## config.mk

```make
export PLATFORM = sky130hd
export DESIGN_NAME = sort4_collector
export DESIGN_NICKNAME = d
export VERILOG_FILES = /design/src/rtl/sort4_collector.sv
export SDC_FILE = /design/constraint.sdc
export NUM_CORES = 1
export LEC_CHECK = 0
export ABC_AREA = 1
export CAP_MARGIN = 20
export CORE_MARGIN = 3
export CORE_UTILIZATION = 47
export CTS_CLUSTER_DIAMETER = 200
export DETAILED_ROUTE_END_ITERATION = 8
export PLACE_DENSITY = 0.81
export SYNTH_ARGS = -nofsm -noshare
export SYNTH_HDL_FRONTEND = slang
export SYNTH_SLANG_ARGS = --single-unit
```

## constraint.sdc

```tcl
create_clock -name clk -period 1.87 [get_ports clk]
set_clock_uncertainty 0.2 [all_clocks]
set_input_delay 0.374 -clock clk [delete_from_list [all_inputs] [get_ports clk]]
set_output_delay 0.374 -clock clk [all_outputs]
set_load 0.03 [all_outputs]
```

## src/rtl/sort4_collector.sv

```systemverilog
// rtl/sort4_collector.sv - collects four 4-bit samples into one frame for the sort4 network
// Optional SORT4_DBUF_EN: separate assembly buffer so collection continues while a frame is held.
module sort4_collector (
  input  logic       clk,
  input  logic       rst,
  input  logic       clr,
  input  logic       in_valid,
  input  logic [3:0] in_data,
  output logic       in_ready,
  output logic       out_valid,
  input  logic       out_ready,
  output logic [3:0] a,
  output logic [3:0] b,
  output logic [3:0] c,
  output logic [3:0] d,
  output logic [1:0] cnt
);

  logic accept;

  assign accept = in_valid && in_ready;

`ifdef SORT4_DBUF_EN

  logic       handoff;
  logic       asm_full;
  logic [3:0] asm0, asm1, asm2, asm3;

  assign handoff  = out_valid && out_ready;
  assign in_ready = !asm_full && !clr;

  always_ff @(posedge clk or posedge rst) begin
    if (rst) begin
      out_valid <= 1'b0;
      cnt       <= 2'd0;
      asm_full  <= 1'b0;
      a <= 4'd0; b <= 4'd0; c <= 4'd0; d <= 4'd0;
      asm0 <= 4'd0; asm1 <= 4'd0; asm2 <= 4'd0; asm3 <= 4'd0;
    end else begin
      // A waiting assembled frame replaces the one being handed off unless clr discards it.
      if (handoff) begin
        if (asm_full && !clr) begin
          a <= asm0; b <= asm1; c <= asm2; d <= asm3;
        end else begin
          out_valid <= 1'b0;
        end
      end
      if (clr) begin
        cnt      <= 2'd0;
        asm_full <= 1'b0;
      end else if (accept) begin
        cnt <= cnt + 2'd1;
        case (cnt)
          2'd0: asm0 <= in_data;
          2'd1: asm1 <= in_data;
          2'd2: asm2 <= in_data;
          default: begin
            if (!out_valid || handoff) begin
              a <= asm0; b <= asm1; c <= asm2; d <= in_data;
              out_valid <= 1'b1;
            end else begin
              asm3     <= in_data;
              asm_full <= 1'b1;
            end
          end
        endcase
      end else if (handoff && asm_full) begin
        asm_full <= 1'b0;
      end
    end
  end

`else

  typedef enum logic {COLLECT, HOLD} state_t;
  state_t state;

  assign in_ready = (state == COLLECT) && !clr;

  always_ff @(posedge clk or posedge rst) begin
    if (rst) begin
      state     <= COLLECT;
      out_valid <= 1'b0;
      cnt       <= 2'd0;
      a <= 4'd0; b <= 4'd0; c <= 4'd0; d <= 4'd0;
    end else begin
      case (state)
        COLLECT: begin
          if (clr) begin
            cnt <= 2'd0;
          end else if (accept) begin
            cnt <= cnt + 2'd1;
            case (cnt)
              2'd0: a <= in_data;
              2'd1: b <= in_data;
              2'd2: c <= in_data;
              default: begin
                d         <= in_data;
                state     <= HOLD;
                out_valid <= 1'b1;
              end
            endcase
          end
        end
        default: begin
          // A presented frame survives clr; only the handoff releases it.
          if (out_ready) begin
            state     <= COLLECT;
            out_valid <= 1'b0;
            cnt       <= 2'd0;
          end
        end
      endcase
    end
  end

`endif

endmodule

```

**Word level (Yosys, flattened, before mapping)**

Index checks and enable logic that the tools add are counted.

- Add/subtract/negate cells: 1
- Reduce and logical (&&, ||, !) cells: 13
- Muxes and demuxes: 14
- Bitwise operators: 3
- Equal/unequal tests: 5

Operators with widths:

| cell | number |
|---|---|
| $reduce_and 4->1 | 5 |
| $mux 1 | 10 |
| $mux 2 | 4 |
| $ne 2x1->1 const B | 2 |
| $not 1->1 | 3 |
| $reduce_bool 3->1 | 1 |
| $reduce_or 3->1 | 1 |
| $add 2x1->2 const B | 1 |
| $eq 2x1->1 const B | 1 |
| $eq 2x2->1 const B | 1 |
| $logic_and 1x1->1 | 2 |
| $logic_not 2->1 | 1 |
| $ne 2x2->1 const B | 1 |
| $reduce_and 2->1 | 1 |
| $reduce_bool 2->1 | 1 |
| $logic_not 1->1 | 1 |

- Input bits: 9
- Flip-flop bits (word level): 20

**Logic depth before layout (Yosys ltp)**

- Depth after elaboration: 6
- Mapped depth: 6
- Depth with buffers taken out: 6

**Worst setup path after synthesis**

Ideal clock, no wire load.

- Path kind: register -> register
- Start point: register cnt[0]
- End point: register c[2]
- Buffers on the path: 0
- Stages on the path, launching flop included: 7
- Slack: 414 ps
- Arrival: 1133 ps
- Required time: 1547 ps
- Path through: dfrtp_1 -> inv_1 -> ha_1 -> inv_1 -> nor2_1 -> nand2_1 -> nand2_1

- Longest elaborated chain between the ends: 2

Ends and longest elaborated chain:

| item | line | text |
|---|---|---|
| start: declaration | 16 | `output logic [1:0] cnt` |
| start signal: assignment | 92 | `cnt <= cnt + 2'd1;` |
| $eq 2x2->1 | 93 | `case (cnt)` |
| $reduce_and 4->1 (no line) | n/a |  |
| end signal: assignment | 96 | `2'd2: c <= in_data;` |
| end: declaration | 14 | `output logic [3:0] c,` |

No other way between the ends.
A chain may end at the register's enable or synchronous reset.

**Worst setup path after layout**

- Start point: input clr
- End point: output in_ready

- Longest elaborated chain between the ends: 2

Ends and longest elaborated chain:

| item | line | text |
|---|---|---|
| start: declaration | 6 | `input logic clr,` |
| $logic_not 1->1 | 78 | `assign in_ready = (state == COLLECT) && !clr;` |
| $logic_and 1x1->1 | 78 |  |
| end: declaration | 9 | `output logic in_ready,` |

No other way between the ends.

==> results.py <==
metrics = {
    "clock_network": {
        "clockBufferDepth": 2,
        "clkLatencyLatePin_ns": 0.29,
        "cts_tree": "done",
        "cts_buffers": 3,
        "post-cts-setup-buffer-count": 0,
        "clock-sinks": 20,
        "htree_levels": 1,
        "path_clk_slew_ns": 0.11,
        "clockRootBuffer": "clkbuf_4",
    },
    "cells_and_area": {
        "nets": 147,
        "final_cell_mix": "nand2_1 (42), dfrtp_1 (20), dlygate4sd2_1 (19), inv_1 (9), o21ai_1 (9)",
        "stdcell_area_sq_um": 1210,
        "final_cells": 158,
        "final_common_cell": "nand2_1",
        "num-fill-cells": 159,
        "antenna_cells": 0,
        "seqCellArea_sq_um": 500,
        "multiInputGateArea_sq_um": 347,
        "drive_gt1_share_pct": 6.77,
        "syn_to_final_growth_pct": 35.6,
    },
    "synthesis": {
        "yosysTopAreaCell": "dfrtp_1",
        "synth-seq-cells": 20,
        "syn-instance-count": 101,
        "synth_top_family_by_area": "simple AND/OR/NAND/NOR gates",
        "avgSynthCellArea_sq_um": 8.83,
        "synth_cell_type_count": 12,
        "synthSimpleGateAreaFrac_pct": 24.3,
        "synth-compound-area-share_pct": 8.98,
        "synth_nets": 114,
        "synth_warnings": 0,
        "synth-adder-area-share_pct": 5.61,
        "muxShareOfSynthArea_pct": 0,
        "synth_area_leaders": "dfrtp_1 (56%), nand2_1 (18%), ha_1 (5.6%)",
        "synth_area_sq_um": 892,
        "yosysSeqAreaShare_pct": 56.1,
        "synth_xor_area_share_pct": 0,
        "synth_top_cell_area_share_pct": 56.1,
    },
    "timing": {
        "relSlewSlack_pct": 79.3,
        "tns_ns": 0,
        "hold_viol": 0,
        "setup_viol": 0,
        "tightest_slew_ns": 0.312,
        "maxSlewViolCount": 0,
        "clock.fmax_mhz": 554,
        "worst_slack_ns": 0.0652,
        "period_needed_ns": 1.80,
        "rsz0062_at_grt": "no",
        "timing.final.crit_share_pct": 96.5,
    },
    "die": {
        "rows": 15,
        "ios": 29,
        "core_sq_um": 1760,
        "start_util_pct": 50.6,
        "die_y_um": 49.6,
        "die_area_sq_um": 2460,
        "chipWidth_um": 49.6,
    },
    "critical_path": {
        "endpoint": "in_ready",
        "cp_max_fo": 4,
        "worst_r2r_startpoint": "cnt[0]",
        "critical_path.startpoint": "clr",
        "critical_path_class": "input port to primary output",
        "critPathArrivalTime_ns": 1.23,
        "cp.required_ns": 1.30,
        "cp-end-kind": "primary output",
        "critPathLaunchType": "input port",
        "r2r_end": "c[1]",
        "r2r_cells": 6,
        "ff2ff_setup_slack_ns": 0.46,
    },
    "power": {
        "p_leak_nw": 0.674,
        "ir_drop_uv": 592,
        "totalPowerFinal_mw": 1.35,
        "p_sw_mw": 0.529,
        "p_clk_share_pct": 18.1,
        "seqPwrFrac_pct": 43.4,
        "power_density_nw_per_um2": 1110,
        "p_int_mw": 0.818,
        "power_frac_comb_pct": 38.5,
        "switching_share_pct": 39.3,
    },
    "placement": {
        "dp_cells": 154,
        "io_buffer_count": 28,
        "preCtsSetupSlack_ns": 0.0453,
        "placed_cell_area_sq_um": 1200,
        "dp_hpwl_um": 1440,
        "gp_congestion": 0.831,
    },
    "job": {
        "maxCapViolCount": 0,
    },
    "global_routing": {
        "grt_antenna_before_repair": 0,
        "grt_max_degree": 21,
        "grt_usage_pct": 17.8,
        "grt_pass1_vias": 790,
        "overflow": 0,
        "grt_pass1_wl_um": 3410,
    },
    "route": {
        "drc": 0,
        "drt_wl_total_um": 1890,
        "ant_nets": 0,
        "drtIter0Drc": 13,
        "drt_pass1_iterations": 4,
        "wl_per_cell_um": 12.0,
        "via_per_inst": 4.84,
        "vias": 764,
    },
    "status": {
        "outcome": "finished clean",
    },
    "worst_hold_path": {
        "min_path_type": "input port to async pin",
    },
}
## what timing repair did
action / CTS / global route
hold endpoints to repair: 0 / 0
endpoints found under the setup margin: 19 / 0
hold buffers: 0 / 0
gates resized for setup: 19 / 0
## synthesized netlist by cell type
library cell,instances
nand2_1,42
nand3_1,3
nor2_4,1
nand3_2,1
o21ai_1,9
dfrtp_1,20
ha_1,4
inv_1,9
buf_6,1
nor2_1,3
nand2_4,1
o21ai_0,7
## logic make-up (layout without fill, tap and decap cells)
logic type,after synthesis,in the layout
adder cells (fa/ha/maj),4,4
flip-flops,20,20
AND/OR/NAND/NOR,51,51
buffers and inverters,10,42
AO/OA/AOI/OAI,16,16
## worst min path at each step
| stage | to | slack [ns] |
|---|---|---|
| after global placement | out_valid | 0.26 |
| after detailed placement | out_valid | 0.26 |
| after floorplan | a[0] | 0.14 |
| after CTS | d[2] | 0.19 |
| final | d[2] | 0.19 |
| after global routing | d[1] | 0.21 |
## critical path: stages
cell             delay, ns
clkdlybuf4s50_1       0.48
nor2_4                0.18
buf_4                 0.20
## stage by stage
stage	hold slack, ns	util, %
2_1_floorplan	0.138	-
3_3_place_gp	0.258	67.9
3_5_place_dp	0.262	67.9
4_1_cts	0.195	68.6
5_1_grt	0.213	68.6
6_report	0.193	68.6
## flip-flops by register name, indices dropped and copies added, names as in the netlist
signal	count
state	1
a	4
cnt	2
c	4
d	4
out_valid	1
b	4
## cell type report
class	count	area share (%)
clock buffers	4	3.00
inverters	9	2.79
multi-input cells	71	28.6
flip-flops and latches	20	41.4
well taps	25	2.59
repair buffers	29	21.6
## power by group through the flow
stage | registers [mW] | logic [mW] | clock network (mW)
after global routing | 0.598 | 0.560 | 0.274
final | 0.585 | 0.518 | 0.244
after floorplan | 0.807 | 0.117 | 0
after CTS | 0.586 | 0.525 | 0.254
after global placement | 0.597 | 0.586 | 0
after detailed placement | 0.599 | 0.597 | 0
## per-layer routing
metal | up-vias | wire length [um] | track usage, %
met4 | 0 | 27 | 6.91
met2 | 18 | 966 | 29.3
met5 | - | 0 | 0
met1 | 362 | 838 | 22.9
met3 | 4 | 58 | 3.63
li1 | 380 | - | -
Power figures use the tool's default switching activity.
